`src/rtl/led_pwm_fader.sv`:
```
// Per-LED PWM brightness fader: ramps each channel linearly toward its on/off
// target and drives a frame-synchronous, glitch-free PWM output per LED.
module led_pwm_fader #(
    parameter int CHANNELS = 4,
    parameter int PWM_BITS = 8,
    parameter int STEP_DIV = 1024
) (
    input  logic                clk,
    input  logic                rst,
    input  logic [CHANNELS-1:0] target,
    output logic [CHANNELS-1:0] led,
    output logic                busy,
    output logic                frame_strobe
);

    localparam logic [PWM_BITS-1:0] MAX_LVL  = {PWM_BITS{1'b1}};
    localparam logic [PWM_BITS-1:0] ZERO_LVL = {PWM_BITS{1'b0}};
    localparam logic [PWM_BITS-1:0] ONE_LVL  = PWM_BITS'(1);
    // The frame is MAX cycles long, so the counter wraps after MAX-1.
    localparam logic [PWM_BITS-1:0] LAST_CNT = MAX_LVL - ONE_LVL;
    localparam int                  DIV_W    = (STEP_DIV > 1) ? $clog2(STEP_DIV) : 1;
    localparam logic [DIV_W-1:0]    DIV_LAST = DIV_W'(STEP_DIV - 1);
    localparam logic [DIV_W-1:0]    DIV_ONE  = DIV_W'(1);
    localparam logic [DIV_W-1:0]    DIV_ZERO = {DIV_W{1'b0}};

    logic [PWM_BITS-1:0]               r_pwm_cnt;
    logic [DIV_W-1:0]                  r_div_cnt;
    logic [CHANNELS-1:0][PWM_BITS-1:0] r_level;
    logic [CHANNELS-1:0][PWM_BITS-1:0] r_level_sh;
    logic [CHANNELS-1:0][PWM_BITS-1:0] w_level_nxt;
    logic [CHANNELS-1:0]               w_led_nxt;
    logic                              w_step;
    logic                              w_frame_end;
    logic                              w_busy_nxt;

    // Step and end-of-frame decode.
    always_comb begin
        w_step      = (r_div_cnt == DIV_LAST);
        w_frame_end = (r_pwm_cnt == LAST_CNT);
    end

    // Saturating level update, PWM compare and busy condition per channel.
    always_comb begin
        w_level_nxt = r_level;
        w_led_nxt   = {CHANNELS{1'b0}};
        w_busy_nxt  = 1'b0;
        for (int i = 0; i < CHANNELS; i++) begin
            if (w_step && target[i] && (r_level[i] != MAX_LVL)) begin
                w_level_nxt[i] = r_level[i] + ONE_LVL;
            end else if (w_step && !target[i] && (r_level[i] != ZERO_LVL)) begin
                w_level_nxt[i] = r_level[i] - ONE_LVL;
            end else begin
                w_level_nxt[i] = r_level[i];
            end
            w_led_nxt[i] = (r_pwm_cnt < r_level_sh[i]);
            w_busy_nxt   = w_busy_nxt | (r_level[i] != (target[i] ? MAX_LVL : ZERO_LVL));
        end
    end

    // Free-running PWM frame counter and step divider.
    always_ff @(posedge clk or posedge rst) begin
        if (rst) begin
            r_pwm_cnt <= ZERO_LVL;
            r_div_cnt <= DIV_ZERO;
        end else begin
            r_pwm_cnt <= w_frame_end ? ZERO_LVL : (r_pwm_cnt + ONE_LVL);
            r_div_cnt <= w_step ? DIV_ZERO : (r_div_cnt + DIV_ONE);
        end
    end

    // Working levels; the shadow copy only changes at a frame boundary so a
    // frame never sees two different duty values (it takes the pre-step level).
    always_ff @(posedge clk or posedge rst) begin
        if (rst) begin
            r_level    <= {CHANNELS{ZERO_LVL}};
            r_level_sh <= {CHANNELS{ZERO_LVL}};
        end else begin
            r_level <= w_level_nxt;
            if (w_frame_end) begin
                r_level_sh <= r_level;
            end else begin
                r_level_sh <= r_level_sh;
            end
        end
    end

    // Registered outputs.
    always_ff @(posedge clk or posedge rst) begin
        if (rst) begin
            led          <= {CHANNELS{1'b0}};
            busy         <= 1'b0;
            frame_strobe <= 1'b0;
        end else begin
            led          <= w_led_nxt;
            busy         <= w_busy_nxt;
            frame_strobe <= w_frame_end;
        end
    end

endmodule

```
`config.mk`:
```
export PLATFORM = sky130hd
export DESIGN_NAME = led_pwm_fader
export DESIGN_NICKNAME = d
export VERILOG_FILES = /design/src/rtl/led_pwm_fader.sv
export SDC_FILE = /design/constraint.sdc
export NUM_CORES = 1
export LEC_CHECK = 0
export ABC_AREA = 1
export CAP_MARGIN = 10
export CORE_MARGIN = 2
export CORE_UTILIZATION = 32
export CTS_BUF_LIST = sky130_fd_sc_hd__clkbuf_8
export CTS_CLUSTER_SIZE = 14
export DETAILED_ROUTE_END_ITERATION = 6
export GPL_ROUTABILITY_DRIVEN = 0
export PLACE_DENSITY_LB_ADDON = 0.2
export REMOVE_ABC_BUFFERS = 1
export SYNTH_ARGS = -nofsm -noshare
export SYNTH_HDL_FRONTEND = slang
export SYNTH_SLANG_ARGS = --single-unit
```
`constraint.sdc`:
```
create_clock -name clk -period 4 [get_ports clk]
set_input_delay 0.8 -clock clk [delete_from_list [all_inputs] [get_ports clk]]
set_output_delay 0.8 -clock clk [all_outputs]
set_load 0.05 [all_outputs]
```
-- Yosys cells after proc, flatten, opt, wreduce, memory -nomap -nowiden
Index checks and enable logic that the tools add are counted.
- bits in registers: 88
- input bits: 6
- output and inout bits: 6
- logic and storage cells: 82
- add/subtract/negate cells: 10
- $lt $le $gt $ge: 4
- equality and inequality tests: 10
- mux-type cells: 14
- bitwise logic cells: 3
- reduce and logical (&&, ||, !) cells: 28
- operators with widths (cell ; number):
    8-bit two-way mux ; 13
    8-bit by 1-bit adder with 8-bit output, second input constant ; 5
    8-bit < comparator ; 4
    8-bit != test ; 4
    8-bit != test, second input constant ; 4
    8-bit nonzero test ; 4
    8-bit by 1-bit subtractor with 8-bit output, second input constant ; 4
    1-bit logical AND ; 16
    10-bit by 1-bit adder with 10-bit output, second input constant ; 1
    10-bit == test, second input constant ; 1
    10-bit two-way mux ; 1
    8-bit == test, second input constant ; 1
    2-bit nonzero test ; 4
    1-bit zero test ; 4
    1-bit OR ; 3

-- Longest topological paths before layout
- depth in word-level cells: 5
- depth in mapped cells: 17
- depth with buffers taken out: 17

-- Least setup slack after synthesis
No wires, ideal clock.
- path type: reg-to-reg
- start point: reg r_div_cnt[0]
- end point: reg r_level[23] (netlist bit)
- setup time: 113 ps
- arrival: 2299 ps
- setup slack: 1588 ps
- cell stages (with the launch flop): 15
- period minus slack after synthesis: 2412 ps
- path through: dfrtp_1 ha_1 nand2_1 nor2_2 nand2_2 nor2_8 nand3_2 ha_1 or2_2 nand3_1 nand2_1 o21ai_0 nand3_1 nand2_1 inv_1
- word-level cells in the longest chain between the ends: 4
- elaborated cells between the ends (all ways): 7
- RTL lines (what ; RTL line ; source):
    start, declared ; 27 ; logic [DIV_W-1:0] r_div_cnt;
    start signal, assigned ; 67 ; r_div_cnt <= w_step ? DIV_ZERO : (r_div_cnt + DIV_ONE);
    10-bit == test * ; 38 ; w_step = (r_div_cnt == DIV_LAST);
    1-bit logical AND, on equally long branches (2 in a row) ; 48, 50 ;
    8-bit two-way mux / 2-bit nonzero test (equally long branches) ; n/a ;
    end signal, assigned ; 75 ; r_level <= {CHANNELS{ZERO_LVL}};
    end signal, assigned ; 78 ; r_level <= w_level_nxt;
    end, declared ; 28 ; logic [CHANNELS-1:0][PWM_BITS-1:0] r_level;
Every way passes the cells marked *; elsewhere a longest branch is shown, timed or not.
A chain may end at the register's enable or synchronous reset.

-- Worst setup path after layout
- start point: reg r_div_cnt[1]
- end point: reg r_level[23] (netlist bit)
Same word-level chain as after synthesis.

==> results.md <==
Run status:
- The flow ran to the end, and the final reports show no timing, DRC or antenna violations.

Logic synthesis:
- In this run the cell area of the synthesized design comes to 0.005587 mm2.
- The number of instances in the synthesized netlist is 725.
- The most frequently used cell type in the post-synthesis netlist is sky130_fd_sc_hd__nand2_1.
- Of all flip-flops after synthesis, the portion carrying an async set or reset was 100.0%.
- By count the netlist is led by sky130_fd_sc_hd__nand2_1 (204), sky130_fd_sc_hd__inv_1 (115), sky130_fd_sc_hd__dfrtp_1 (88).
- The top flip-flop cell by instance count after synthesis is sky130_fd_sc_hd__dfrtp_1.
- After synthesis, the largest area contributor takes up 39.42% of total cell area.
- Counting flops and latches in the post-synthesis netlist gives 88.
- By area the synthesized netlist is led by sky130_fd_sc_hd__dfrtp_1 (39%), sky130_fd_sc_hd__nand2_1 (14%), sky130_fd_sc_hd__ha_1 (12%), sky130_fd_sc_hd__inv_1 (7.7%), sky130_fd_sc_hd__o21ai_0 (4.5%).
- The biggest area contributor in the post-synthesis netlist is sky130_fd_sc_hd__dfrtp_1.
- The total of warnings raised by yosys is 0.
- The synthesized area per cell is 7.706 um2.
- The number of distinct library cells after synthesis is 27.
- Summing the sequential cell areas from Yosys gives 39.42% of the chip area.
- Counting flops with a built-in enable in the synthesized netlist gives 0.

Setup path:
- The nature of the critical path endpoint is a flop.
- Data on the critical path arrives at its endpoint at 3.06 ns.
- The endpoint identified for the worst register-to-register timing path is r_level[23].
- STA classifies the critical path startpoint as a flop.
- The critical path's slowest cell is sky130_fd_sc_hd__ha_1.
- The worst register-to-register path has a setup slack of 1.22 ns.
- The required time of the critical path is 4.28 ns.
- The cell seen most often among critical-path stages is sky130_fd_sc_hd__nand2_1.
- The logic depth of the worst path, buffers included is 14.
- Counting cells, the worst reg-to-reg path comes to 14.
- The capturing element of the worst setup path is r_level[23].
- In this run the worst path has a maximum fanout of 9.
- The critical path startpoint is r_div_cnt[1].
- The type of the worst setup path is reg -> reg.
- In this run the critical register-to-register path is launched from r_div_cnt[1].
- The category of cells accounting for the largest share of critical-path delay is simple AND/OR/NAND/NOR gates.
- The critical path goes through ha_1, nand2_1, nor2_2, nand2_2, nor2_8, nand3_2, ha_1, or2_2, nand3_1, nand2_1, o21ai_0, nand3_1, nand2_1, inv_1.
- In this design, the stage delay of the slowest critical-path cell is 0.42 ns.
- The number of buffer and inverter stages on the critical path is 1.

CTS:
- The number of hold buffers added after CTS was 0.
- The clock buffer count from CTS is 9.
- The post-cts gate resize count is 0.
- The clock tree root driver cell is sky130_fd_sc_hd__clkbuf_8.
- After clock tree synthesis, the clock-pin slew on the worst setup and hold paths is 0.09 ns.
- The H-tree generated during clock tree synthesis spans 3 levels.
- The count of buffers added by post-CTS timing repair for setup is 0.
- In this run the deepest clock path goes through 2 buffers.
- Clock latency on the worst-skew pair, taken at its later pin, is 0.37 ns.
- TritonCTS built the clock tree.
- The number of sinks on the clock net is 88.

Detailed routing:
- In the final routed layout, each cell accounts on average for 11.67 um.
- After detailed routing, the number of vias per cell comes to 4.435.
- Once detail routing completed, the nets flagged for antenna violations numbered 0.
- The first routing iteration left 253 violations.
- The detailed-route wire length is 11330 um.
- The first detailed-routing pass ran for 4 iterations.
- In the routed design, unresolved DRC markers number 0.
- The via count is 4306.

Floorplanning:
- The die is 136.1 um wide.
- The die span in y is 136.1 um.
- Once the floorplan was initialized, standard cells occupied 32.52% of the core.
- In this run the standard cell core region covers 0.01718 mm2.
- The area of the die is 0.01853 mm2.
- The count of standard-cell rows is 48.
- 12 I/O pins were placed.

Timing:
- The setup total negative slack is 0 ns.
- For the pin with the worst max-slew slack, the measured transition is 0.8677 ns.
- The fmax is 359.6 MHz.
- The routed design could run at a clock period as short as 2.781 ns.
- The setup violation total in the final timing report is 0.
- The worst path uses 69.52% of the clock period.
- The worst slew slack as a fraction of its limit is 42.15%.
- Setup repair after global routing left no endpoint under its margin.
- The worst hold slack is 0.4874 ns.
- The final-report max-slew violation count was 0.
- The clock arrives with 0.01331 ns of skew.
- The hold violation total from the final report is 0.

Global routing:
- The global-route wire length before repair is 19660 um.
- The global routing usage summed across all routing layers is 13.39%.
- The initial antenna violation count is 0.
- Entering global routing, the biggest net connects 52 pins.
- Summed over all layers, the global routing overflow is 0.
- The via count of the first global-routing pass is 4201.

Final layout:
- The final antenna diode count is 0.
- In the final design database the tool counted 807 nets.
- The number of filler instances in the final layout is 1862.
- After routing the design area is 0.006165 mm2.
- From synthesis to final layout, the design area changed by 10.35%.
- The ratio of cells with drive above 1 in the final layout is 5.496%.

Job:
- Max-cap violations in this run came to 0.

Place:
- After detailed placement, the total cell area comes to 0.005978 mm2.
- During placement, the flow inserted port buffers numbering 11.
- The wire-length estimate of the detail-placed layout is 8202 um.

Power and ir drop:
- The reported leakage power is 3.067 nW.
- The worst ir drop on vdd is 0.1249 mV.
- The power per cell area is 250.8 mW/mm2.
- The total power is 1.546 mW.

Hold path:
- The tightest min-delay check is of the reg -> reg type.
- Along the worst hold path, the cell count comes to 2.
[state kept, by name (all words and copies together) (netlist names)]
register and flops:
r_pwm_cnt 8, busy 1, r_level 32, frame_strobe 1, r_level_sh 32, r_div_cnt 10, led 4
[kinds of logic (layout without fill, tap and decap cells)]
family	count (synthesis)	after routing	synth area share, %
AO/OA/AOI/OAI	103	103	9.429
XOR/XNOR	25	25	3.919
adder cells (fa/ha/maj)	59	59	13.75
buffers and inverters	126	147	8.511
flip-flops	88	88	39.42
AND/OR/NAND/NOR	324	324	24.97
[through the flow]
| stage | worst slack, ns | util, % | std cells |
|---|---|---|---|
| after floorplan | 0.9214 | - | 718 |
| after global placement | 1.134 | 34.80 | 956 |
| after detailed placement | 1.076 | 34.80 | 956 |
| after CTS | 1.188 | 35.89 | 971 |
| after global routing | 1.004 | 35.89 | 971 |
| final | 1.219 | 35.89 | 971 |
[routing by layer]
metal / part of all wire, % / vias up / global-route usage (%)
met1: 52 / 1930 / 18.36
met2: 44 / 27 / 21.19
met5: 0 / - / 0
li1: - / 2338 / -
met3: 2.2 / 11 / 1.976
met4: 1.7 / 0 / 5.382
[area by class of cell]
cell class	count	area, um2	share of cell area (%)
multi-input combinational	511	2909	47.19
sequential	88	2202	35.72
inverter	119	447.9	7.266
tap	225	281.5	4.567
clock buffer	10	137.6	2.233
timing repair buffer	13	137.6	2.233
clock inverter	5	48.80	0.7916
[cell usage in the layout (no fill, tap or decap), types with 9 or more instances in the layout]
cell type                           n
sky130_fd_sc_hd__xnor2_1           15
sky130_fd_sc_hd__clkbuf_8          10
sky130_fd_sc_hd__inv_1            115
sky130_fd_sc_hd__nand2_1          204
sky130_fd_sc_hd__nor2_1            50
sky130_fd_sc_hd__xor2_1            10
sky130_fd_sc_hd__ha_1              55
sky130_fd_sc_hd__nor3_1            10
sky130_fd_sc_hd__nand3_1           27
sky130_fd_sc_hd__nand4_1           10
sky130_fd_sc_hd__dfrtp_1           88
sky130_fd_sc_hd__clkdlybuf4s50_1   11
sky130_fd_sc_hd__a21oi_1           39
sky130_fd_sc_hd__o21ai_0           50
sky130_fd_sc_hd__o21ai_1            9
[tightest hold or removal path, delay by kind of cell, from the launching register on]
family             cells  cell delay, ns
DFF                    1            0.35
AOI/OAI and AO/OA      1            0.06
and+or+nand+nor        1            0.05
[how the worst min path moves through the flow]
stage,endpoint,slack [ns],from
2_1_floorplan,r_level_sh[10],0.45,r_level_sh[10]
3_3_place_gp,r_level_sh[18],0.47,r_level_sh[18]
3_5_place_dp,r_level_sh[5],0.47,r_level_sh[5]
4_1_cts,r_pwm_cnt[0],0.50,r_pwm_cnt[0]
5_1_grt,r_div_cnt[2],0.52,r_div_cnt[2]
6_report,r_level_sh[9],0.49,r_level_sh[9]
[power breakdown]
| group | switching [mW] | internal [mW] | total [mW] |
|---|---|---|---|
| Sequential | 0.00000815 | 0.889 | 0.889 |
| Combinational | 0.0250 | 0.00861 | 0.0336 |
| Clock | 0.326 | 0.297 | 0.624 |
| Total | 0.351 | 1.19 | 1.55 |
No activity file was read; power rests on OpenSTA's default activity.
